### src/rtl/uart_rx_word.sv
// Serial RX that assembles BYTES_PER_WORD characters into a little-endian word,
// with parity/stop checking, glitch rejection, inter-byte timeout and overrun.
// Latency: word valid 1 clk after final stop sample; backpressure via i_ready, overflow drops new word.
module uart_rx_word #(
  parameter int CLK_FREQ       = 100_000_000,
  parameter int BAUD           = 115_200,
  parameter int DATA_BITS      = 8,
  parameter int PARITY         = 0,
  parameter int BYTES_PER_WORD = 2,
  parameter int TIMEOUT_BITS   = 20
) (
  input  logic                                clk,
  input  logic                                rst_n,
  input  logic                                i_rx,
  input  logic                                i_ready,
  output logic [DATA_BITS*BYTES_PER_WORD-1:0] o_data,
  output logic                                o_valid,
  output logic                                o_frame_err,
  output logic                                o_parity_err,
  output logic                                o_timeout,
  output logic                                o_overrun
);

  localparam int BAUD_TICK = CLK_FREQ / BAUD;
  localparam int HALF_TICK = BAUD_TICK / 2;
  localparam int WW        = DATA_BITS * BYTES_PER_WORD;
  localparam int TO_LIMIT  = BAUD_TICK * TIMEOUT_BITS;
  localparam int CW        = $clog2(BAUD_TICK + 1);
  localparam int TW        = $clog2(TO_LIMIT + 1);
  localparam int IW        = (BYTES_PER_WORD > 1) ? $clog2(BYTES_PER_WORD) : 1;

  typedef enum logic [2:0] {
    S_IDLE,
    S_START,
    S_DATA,
    S_PARITY,
    S_STOP
  } state_t;

  state_t                 state;
  logic                   rx_meta;
  logic                   rx_s;
  logic                   rx_prev;
  logic [CW-1:0]          cnt;
  logic [TW-1:0]          tcnt;
  logic [2:0]             bit_idx;
  logic [IW-1:0]          byte_idx;
  logic [DATA_BITS-1:0]   char_q;
  logic                   par_bad;
  logic                   par_exp;
  logic [WW-1:0]          word_buf;
  logic [WW-1:0]          word_next;

  // Even parity bit equals the XOR of the data; odd parity is its inverse.
  assign par_exp = (PARITY == 1) ? ~(^char_q) : (^char_q);

  // Partial lanes live in word_buf; o_data only sees them on a full word load.
  always_comb begin
    word_next = word_buf;
    word_next[int'(byte_idx)*DATA_BITS +: DATA_BITS] = char_q;
  end

  always_ff @(posedge clk) begin
    if (!rst_n) begin
      rx_meta      <= 1'b1;
      rx_s         <= 1'b1;
      rx_prev      <= 1'b1;
      state        <= S_IDLE;
      cnt          <= '0;
      tcnt         <= '0;
      bit_idx      <= '0;
      byte_idx     <= '0;
      char_q       <= '0;
      par_bad      <= 1'b0;
      word_buf     <= '0;
      o_data       <= '0;
      o_valid      <= 1'b0;
      o_frame_err  <= 1'b0;
      o_parity_err <= 1'b0;
      o_timeout    <= 1'b0;
      o_overrun    <= 1'b0;
    end else begin
      rx_meta      <= i_rx;
      rx_s         <= rx_meta;
      rx_prev      <= rx_s;
      o_frame_err  <= 1'b0;
      o_parity_err <= 1'b0;
      o_timeout    <= 1'b0;
      o_overrun    <= 1'b0;
      if (o_valid && i_ready) begin
        o_valid <= 1'b0;
      end

      case (state)
        S_IDLE: begin
          if (rx_prev && !rx_s) begin
            state <= S_START;
            cnt   <= CW'(HALF_TICK - 1);
            tcnt  <= '0;
          end else if (byte_idx != '0) begin
            if (tcnt == TW'(TO_LIMIT - 1)) begin
              o_timeout <= 1'b1;
              byte_idx  <= '0;
              tcnt      <= '0;
            end else begin
              tcnt <= tcnt + 1'b1;
            end
          end
        end

        S_START: begin
          if (cnt != '0) begin
            cnt <= cnt - 1'b1;
          end else if (rx_s) begin
            state <= S_IDLE;
          end else begin
            state   <= S_DATA;
            cnt     <= CW'(BAUD_TICK - 1);
            bit_idx <= '0;
            par_bad <= 1'b0;
          end
        end

        S_DATA: begin
          if (cnt != '0) begin
            cnt <= cnt - 1'b1;
          end else begin
            char_q[bit_idx] <= rx_s;
            cnt             <= CW'(BAUD_TICK - 1);
            if (bit_idx == 3'(DATA_BITS - 1)) begin
              state <= (PARITY != 0) ? S_PARITY : S_STOP;
            end else begin
              bit_idx <= bit_idx + 1'b1;
            end
          end
        end

        S_PARITY: begin
          if (cnt != '0) begin
            cnt <= cnt - 1'b1;
          end else begin
            par_bad <= (rx_s != par_exp);
            cnt     <= CW'(BAUD_TICK - 1);
            state   <= S_STOP;
          end
        end

        S_STOP: begin
          if (cnt != '0) begin
            cnt <= cnt - 1'b1;
          end else begin
            state <= S_IDLE;
            tcnt  <= '0;
            if (!rx_s) begin
              o_frame_err <= 1'b1;
              byte_idx    <= '0;
            end else if (par_bad) begin
              o_parity_err <= 1'b1;
              byte_idx     <= '0;
            end else if (byte_idx == IW'(BYTES_PER_WORD - 1)) begin
              byte_idx <= '0;
              if (!o_valid || i_ready) begin
                o_data  <= word_next;
                o_valid <= 1'b1;
              end else begin
                o_overrun <= 1'b1;
              end
            end else begin
              word_buf <= word_next;
              byte_idx <= byte_idx + 1'b1;
            end
          end
        end

        default: state <= S_IDLE;
      endcase
    end
  end

endmodule

### config.mk
export PLATFORM = sky130hd
export DESIGN_NAME = uart_rx_word
export DESIGN_NICKNAME = d
export VERILOG_FILES = /design/src/rtl/uart_rx_word.sv
export SDC_FILE = /design/constraint.sdc
export NUM_CORES = 1
export LEC_CHECK = 0
export CORE_UTILIZATION = 65
export CTS_BUF_LIST = sky130_fd_sc_hd__clkbuf_4 sky130_fd_sc_hd__clkbuf_8
export DETAILED_ROUTE_END_ITERATION = 8
export GPL_TIMING_DRIVEN = 0
export PLACE_DENSITY = 0.87
export REMOVE_ABC_BUFFERS = 1
export SYNTH_ARGS = -nofsm -noshare
export SYNTH_HDL_FRONTEND = slang
export SYNTH_SLANG_ARGS = --single-unit
### constraint.sdc
create_clock -name clk -period 6.5 [get_ports clk]
set_input_delay 1.3 -clock clk [delete_from_list [all_inputs] [get_ports clk]]
set_output_delay 1.3 -clock clk [all_outputs]
set_load 0.005 [all_outputs]
# After elaboration in Yosys (flattened, before gate mapping)
# Index checks and enable logic that the tools add are counted.
# totals
elab_cells	130
rom_bits	0
memories	0
reg_bits	81
inputBits	4
latchBits	0
mem_bits_rw	0
# classes
bitwise	7
reduce_logical	27
multipliers	0
magnitude_cmp	2
div	0
eq_ne	19
muxes	51
n_addsub	5
shift	2
# ops
cell	n
2-to-1 mux 15 bit	4
2-to-1 mux 10 bit	5
case mux 10 bit (4 select lines)	1
negation 4 -> 33 bit	1
variable shift 8 x 33 -> 16 bit (first input constant)	1
variable part select 8 x 33 -> 16 bit	1
2-to-1 mux 3 bit	10
case mux 15 bit (2 select lines)	1
2-to-1 mux 1 bit	22
!= test 2 bit (second input constant)	10
bitwise mux 16 bit	1
adder 15 x 1 -> 15 bit (second input constant)	1
== test 15 bit (second input constant)	1
case mux 3 bit (5 select lines)	1
AND reduction 6 bit	2
AND reduction 5 bit	2
nonzero test 10 bit	1
subtractor 10 x 1 -> 10 bit (second input constant)	1
bitwise mux 8 bit	1
AND reduction 4 bit	2
OR reduction 4 bit	2
parity 8 bit	1
NOT 1 bit	7
== test 3 x 2 -> 1 bit (second input constant)	2
other kinds (23)	32

# Longest topological paths before layout
# Gate-level depths: netlist (run 1).
# depth
depth_word	8
mapped_depth	9
ltp_nobuf	7

# Worst setup path after synthesis (run 1)
# Ideal clock, no wire load.
# synth_path
kind	register -> register
start	reg cnt[0]
end	reg word_buf[0]
path_stages_with_launch	9
n_path_buf	1
setup_slack_ps	4226
synth_period_minus_slack_ps	2274
t_required_ps	6372
arrival_ps	2146
cell_sequence	dfxtp_1 inv_1 ha_1 or4b_1 buf_2 or3_4 nor3_4 mux2i_1 nor2_1
# synth_between
elab_chain_len	3
# synth_rtl
item	line	text
start, declared	44	logic [CW-1:0] cnt;
start signal, assigned	98	cnt <= CW'(HALF_TICK - 1);
start signal, assigned	113	cnt <= cnt - 1'b1;
start signal, assigned	118	cnt <= CW'(BAUD_TICK - 1);
nonzero test 10 bit	149	if (cnt != '0) begin
NOT 1 bit (no line)	-	
AND reduction 5 bit (no line)	-	
end signal, assigned	169	word_buf <= word_next;
end, declared	51	logic [WW-1:0] word_buf;
# Every way passes these cells.
# A chain may end at the register's enable or synchronous reset.

==> results of run 1 <==
==> kinds of logic (layout without fill, tap and decap cells) <==
logic type	count (synthesis)	after routing	synth area share (%)
mux	15	15	4.26
xor+xnor	10	10	2.46
simple gates	195	195	29.5
flops	73	73	41.1
buf+inv	42	56	4.93
compound gates	95	95	16.0
fa+ha+maj	5	5	1.76
==> Yosys cell counts (3+ instances only) <==
cell type,number
dfxtp_1,73
nor2b_1,5
and2_1,3
nand2_1,46
or3b_2,3
xnor2_1,9
or4b_2,3
o21bai_1,3
o21ai_0,33
mux2i_1,14
nor4_1,7
nand2b_1,7
ha_1,5
nand3_1,40
buf_1,3
a22oi_1,3
or4_1,4
inv_1,13
nor2_1,34
and3_1,3
a21oi_1,27
nor3_1,10
o31ai_1,4
or3_1,10
nand4_1,5
clkbuf_1,20
a31oi_1,4
a211oi_1,3
==> worst max-delay path, delay by kind of cell <==
kind,cells,cell delay [ns]
compound gates,3,1.27
buf+inv,3,1.36
==> how the worst max path moves through the flow <==
| stage | startpoint | end | cells after the start |
|---|---|---|---|
| 2_1_floorplan | state[2] | o_data[0] | 4 |
| 3_3_place_gp | rst_n | tcnt[6] | 5 |
| 3_5_place_dp | rst_n | tcnt[6] | 6 |
| 4_1_cts | rst_n | tcnt[6] | 6 |
| 5_1_grt | rst_n | tcnt[6] | 6 |
| 6_report | rst_n | tcnt[6] | 6 |
==> layer usage <==
metal / routed length, um / share of wire [%] / vias up / GRT usage [%]
met2: 3660 / 46 / 113 / 45.5
met3: 481 / 6.1 / 27 / 4.58
met1: 3580 / 45 / 1518 / 37.1
li1: - / - / 1569 / -
met4: 175 / 2.2 / 0 / 16.0
met5: 0 / 0 / - / 0
==> final cells by class <==
| class | instances | share of cell area, % |
|---|---|---|
| Clock buffer | 10 | 3.27 |
| Clock inverter | 6 | 2.27 |
| Sequential cell | 73 | 36.4 |
| Inverter | 14 | 1.31 |
| Multi-Input combinational cell | 320 | 47.9 |
| Timing Repair Buffer | 26 | 6.64 |
| Tap cell | 70 | 2.18 |
==> power by group <==
group	switching [mW]	internal (mW)
clock	0.176	0.221
sequential	0.0110	0.455
combinational	0.0707	0.0361
==> sequential cells by signal, summed over array words and instances (netlist names) <==
register,cells
char_q,8
bit_idx,3
state,3
byte_idx,1
par_bad,1
o_overrun,1
o_parity_err,1
rx_s,1
o_data,16
o_valid,1
o_timeout,1
o_frame_err,1
rx_meta,1
cnt,10
rx_prev,1
word_buf,8
tcnt,15
==> per-stage QoR <==
step / hold WS, ns / std cells / setup slack, ns / util, %
2_1_floorplan: 0.386 / 407 / 3.75 / -
3_3_place_gp: 0.390 / 501 / 0.484 / 72.7
3_5_place_dp: 0.424 / 502 / 2.48 / 73.0
4_1_cts: 0.450 / 518 / 2.84 / 77.3
5_1_grt: 0.459 / 519 / 2.51 / 77.6
6_report: 0.448 / 519 / 2.79 / 77.6
==> run metrics, run 1 <==
drt pass-1 iters 7; LEAKAGE ~1.4 nW; Worst Hold Path EP rx_s; synthesized instance count approximately 440; final net count 453; ys async rst share 0%; worst flop-to-flop path endpoint o_data[8]; Core ar. between 5000 and 6000 um2; Distinct cells, synth just over 60; startpoint types input port; CTS buffer count 9; Cell Rows 26; clock sink count 73; Crit path required time a little under 7 ns; vias in the first global route a little under 3000; Post-Place Cell Area 3780 um2; Final Setup Violations 0; skew final around 0.012 ns; GRT Overall Usage roughly 29%; Slew HR 24.9%; YS warnings 0; Clock Tree Root clkbuf_8; Syn Area/Cell about 8 um2; cell depth of the worst flop-to-flop path 6; area grow syn2layout 12.9%; Synth Register Bits 73; DIE HEIGHT approximately 76 um; # DRC 0; final hold violations 0; worst skew pair latency 0.36 ns; grt ovf 0; RSZ-0062 raised after global routing false; Setup CP Type in2reg; Arr. time, crit path between 3 and 4 ns; Mapped Area between 3000 and 4000 um2; io pins 25; r2r startpoint state[2]; Final min period ~3.7 ns; proportion of netlist area held by the largest area contributor approximately two fifths; fin area 4020 um2; clock transition at the registers of the reported paths 0.08 ns; post-CTS sizing 0; layout cells sized above 1 slightly below 8%; Max Fclk between 200 and 300 MHz; Detailed Route Iter0 Violations around 340; CTS tree yes; Die ar. about 5800 um2; Final period util between 50% and 60%; Min-Delay Path Depth 1; vias roughly 3200; commonest non-fill, non-tap cell in the layout dfxtp_1; worst-margin pin slew around 1.1 ns; area of the multi-input gates 1930 um2; Post-CTS Repair Setup Buffers 0; Register Area 1460 um2; die width 76.0 um; GPL Wtd Cong 0.892; Critical-path top delay cell a21oi_1; fillers roughly 340; largest cells by area after synthesis dfxtp_1 (41%), nand3_1 (5.6%), nand2_1 (4.9%); overall power just under 1 mW; H-tree levels 3; Detail Route Antenna Nets 0; Top FF cell, synth dfxtp_1; Synth area leader dfxtp_1; Fin Setup TNS 0 ns; CP Max Fanout 41; initial core utilization 68.7%; final number of max-transition violations 0; initial antenna violation count 0; Post-synth EDFFs 0; R2R Setup Slk 3.48 ns; HP Start rx_meta; Worst Setup End Kind flop; Hold WC Path Type reg2reg; Clock Path Buffers 2; first-pass GRT wire length around 13000 um; largest net degree at the start of global routing 42; sequential fraction of the synthesis area roughly 41%; post-DP HPWL 4970 um; outcome finished, final reports clean; slowest stage delay, CP 0.97 ns; drt wl/cell between 15 and 20 um; most frequent cells in the layout dfxtp_1 (73), nand2_1 (46), nand3_1 (40); Power Density between 200 and 250 nW/um2; hold buffer count at CTS 0; VDD IR max ~0.18 mV; n_diodes 0; critical-path cell list buf_2 -> buf_12 -> clkinv_1 -> a21oi_1 -> o21ai_0 -> o41ai_1; IO buf count 24; max-cap violation count 0; final WL between 7000 and 8000 um; Via density ~6.2
Power figures use the tool's default switching activity.
==> run 2: changes to the inputs <==
--- a/config.mk
+++ b/config.mk
@@ -5,11 +5,11 @@
 export SDC_FILE = /design/constraint.sdc
 export NUM_CORES = 1
 export LEC_CHECK = 0
-export CORE_UTILIZATION = 65
+export CORE_UTILIZATION = 55
 export CTS_BUF_LIST = sky130_fd_sc_hd__clkbuf_4 sky130_fd_sc_hd__clkbuf_8
 export DETAILED_ROUTE_END_ITERATION = 8
 export GPL_TIMING_DRIVEN = 0
-export PLACE_DENSITY = 0.87
+export PLACE_DENSITY = 0.78
 export REMOVE_ABC_BUFFERS = 1
 export SYNTH_ARGS = -nofsm -noshare
 export SYNTH_HDL_FRONTEND = slang
==> constraint.sdc (replaced) <==
create_clock -name clk -period 3.04 [get_ports clk]
set_input_delay 0.608 -clock clk [delete_from_list [all_inputs] [get_ports clk]]
set_output_delay 0.608 -clock clk [all_outputs]
set_load 0.005 [all_outputs]
==> run 2 against run 1 <==
Compared with the run above:
- clock power rose by 83%
- wire length rose by 0.27%
- flip-flop and latch count is the same
- largest power group unchanged
- cell count grew 1.5%
- largest cell class unchanged
- total power up 100%
- non-clock buffer count up 2
==> run metrics, run 2 (same netlist as run 1, synthesis figures left out) <==
n_diodes 0 (unchanged); # DRC 0 (unchanged); layout cells sized above 1 8.85% (+1.1 points); initial core utilization 58.7% (-10 points); vias 3192 (-1.1%); Cell Rows 28 (+7.7%); met2 Usage GRT 42.0% (-3.6 points); post-DP HPWL 4960 um (-0.20%); die width 82.4 um (+8.5%); Power Density 484 nW/um2 (+100%); Detail Route Antenna Nets 0 (unchanged); Biggest register o_data; GPL Wtd Cong 0.900 (+0.92%); final instance count without filler cells 527 (+1.5%); overall power 1.95 mW (+100%); CTS tree yes; H-tree levels 3 (unchanged); Setup CP Type reg2reg; startpoint types flop; commonest non-fill, non-tap cell in the layout dfxtp_1; Worst Setup End Kind flop; skew final 0.0126 ns (+0.000956 ns); fin area 4040 um2 (+0.53%); first-pass GRT wire length 13200 um (-1.6%); drt pass-1 iters 5 (-2); clock transition at the registers of the reported paths 0.09 ns (about the same); max reg flops 16 (unchanged); clock sink count 73 (unchanged); max-cap violation count 0 (unchanged); LEAKAGE 1.36 nW (+0.50%); Clock Tree Root clkbuf_8; Final Setup Violations 0 (unchanged); Detailed Route Iter0 Violations 325 (-3.0%); vias in the first global route 2855 (-3.1%); Slew HR 22.3% (-2.6 points); final hold violations 0 (unchanged); Via density 6.06 (-2.6%); Arr. time, crit path 3.04 ns (-0.93 ns); Top Registers o_data (16), tcnt (15), cnt (10); Clock Path Buffers 2 (unchanged); drt wl/cell 15.0 um (-1.3%); final WL 7920 um (+0.27%); worst skew pair latency 0.36 ns (about the same); grt ovf 0 (unchanged); Hold WC Path Type reg2reg; Crit path required time 3.28 ns (-3.48 ns); area grow syn2layout 13.5%; hold buffer count at CTS 0 (unchanged); CP Max Fanout 24 (-41%); most frequent cells in the layout dfxtp_1 (73), nand2_1 (46), nand3_1 (40); Core ar. 6060 um2 (+17%); hold slack final 0.415 ns (-0.0326 ns); Placed Cells 507 (+1.0%); Most Used Layer, Global Route met2; worst-margin pin slew 1.15 ns (+0.0382 ns); met1 Usage GRT 33.6% (-3.6 points); R2R Setup Slk 0.24 ns (-3.24 ns); initial antenna violation count 0 (unchanged); Max Fclk between 300 and 400 MHz; DIE HEIGHT 82.4 um (+8.5%); Final min period around 2.8 ns; Final period util approximately 92%; final number of max-transition violations 0 (unchanged); Core Util, Final 66.6% (-11 points); Post-Place Cell Area 3780 um2 (+0.17%); CTS buffer count 9 (unchanged); VDD IR max 0.353 mV (+100%); IO buf count 24 (unchanged); io pins 25 (unchanged); GR Util met3 3.96% (-0.62 points); final net count 456 (+0.66%); RSZ-0062 raised after global routing false; outcome finished, final reports clean; largest net degree at the start of global routing 39 (-7.1%); Die ar. 6790 um2 (+18%); GRT Overall Usage 25.6% (-3.1 points)
[run 2: cell types whose count changed in the layout (fill, tap and decap cells not counted), sizes merged]
cell	change
bufinv	-2
nor4b	+1
clkbuf	-1
clkinv	-1
buf	+2
inv	+4
[run 2: final timing paths]
path	from	to	cells past startpoint
worst max-delay path	state[2]	word_buf[4]	5
worst min-delay path	rx_meta	rx_s	1
worst max register to register	state[2]	word_buf[4]	5
worst min register to register	rx_meta	rx_s	1
[run 2: critical path, cell delays in order, from the launching register on]
cell and delay (ns):
dfxtp_1 0.79, or3b_2 0.59, or3b_4 0.48, nor3_4 0.50, mux2i_1 0.26, nor2_1 0.05
[run 2: timing repair]
item | 4_1_cts | 5_1_grt
cloned | 1 | 0
gates resized for setup | 2 | 1
setup endpoints to repair | 22 | 25
pin swaps | 1 | 2
buffers inserted | 0 | 3
[run 2: through the flow]
stage / TNS (ns) / worst slack (ns)
2_1_floorplan: 0 / 0.290
3_3_place_gp: -72.27 / -2.31
3_5_place_dp: -8.44 / -0.450
4_1_cts: 0 / 0.0386
5_1_grt: 0 / 0.0706
6_report: 0 / 0.235
[run 2: where the power goes]
group	internal [mW]	switching, mW
logic	0.0764	0.154
registers	0.972	0.0237
clock network	0.310	0.418
[run 2: layout make-up]
type | instances | area [um2]
clock buffers | 9 | 124
well taps | 75 | 93.8
fillers | 513 | 2020
clock inverters | 7 | 58.8
inverters | 14 | 56.3
flip-flops and latches | 73 | 1460
multi-input cells | 321 | 1950
repair buffers | 28 | 290
[run 2: layer usage]
layer / part of all wire [%] / wire length (um) / vias to the layer above
met5: 0 / 0 / -
met4: 1.5 / 120 / 0
met3: 4.8 / 383 / 14
met2: 47 / 3690 / 97
li1: - / - / 1577
met1: 47 / 3720 / 1504
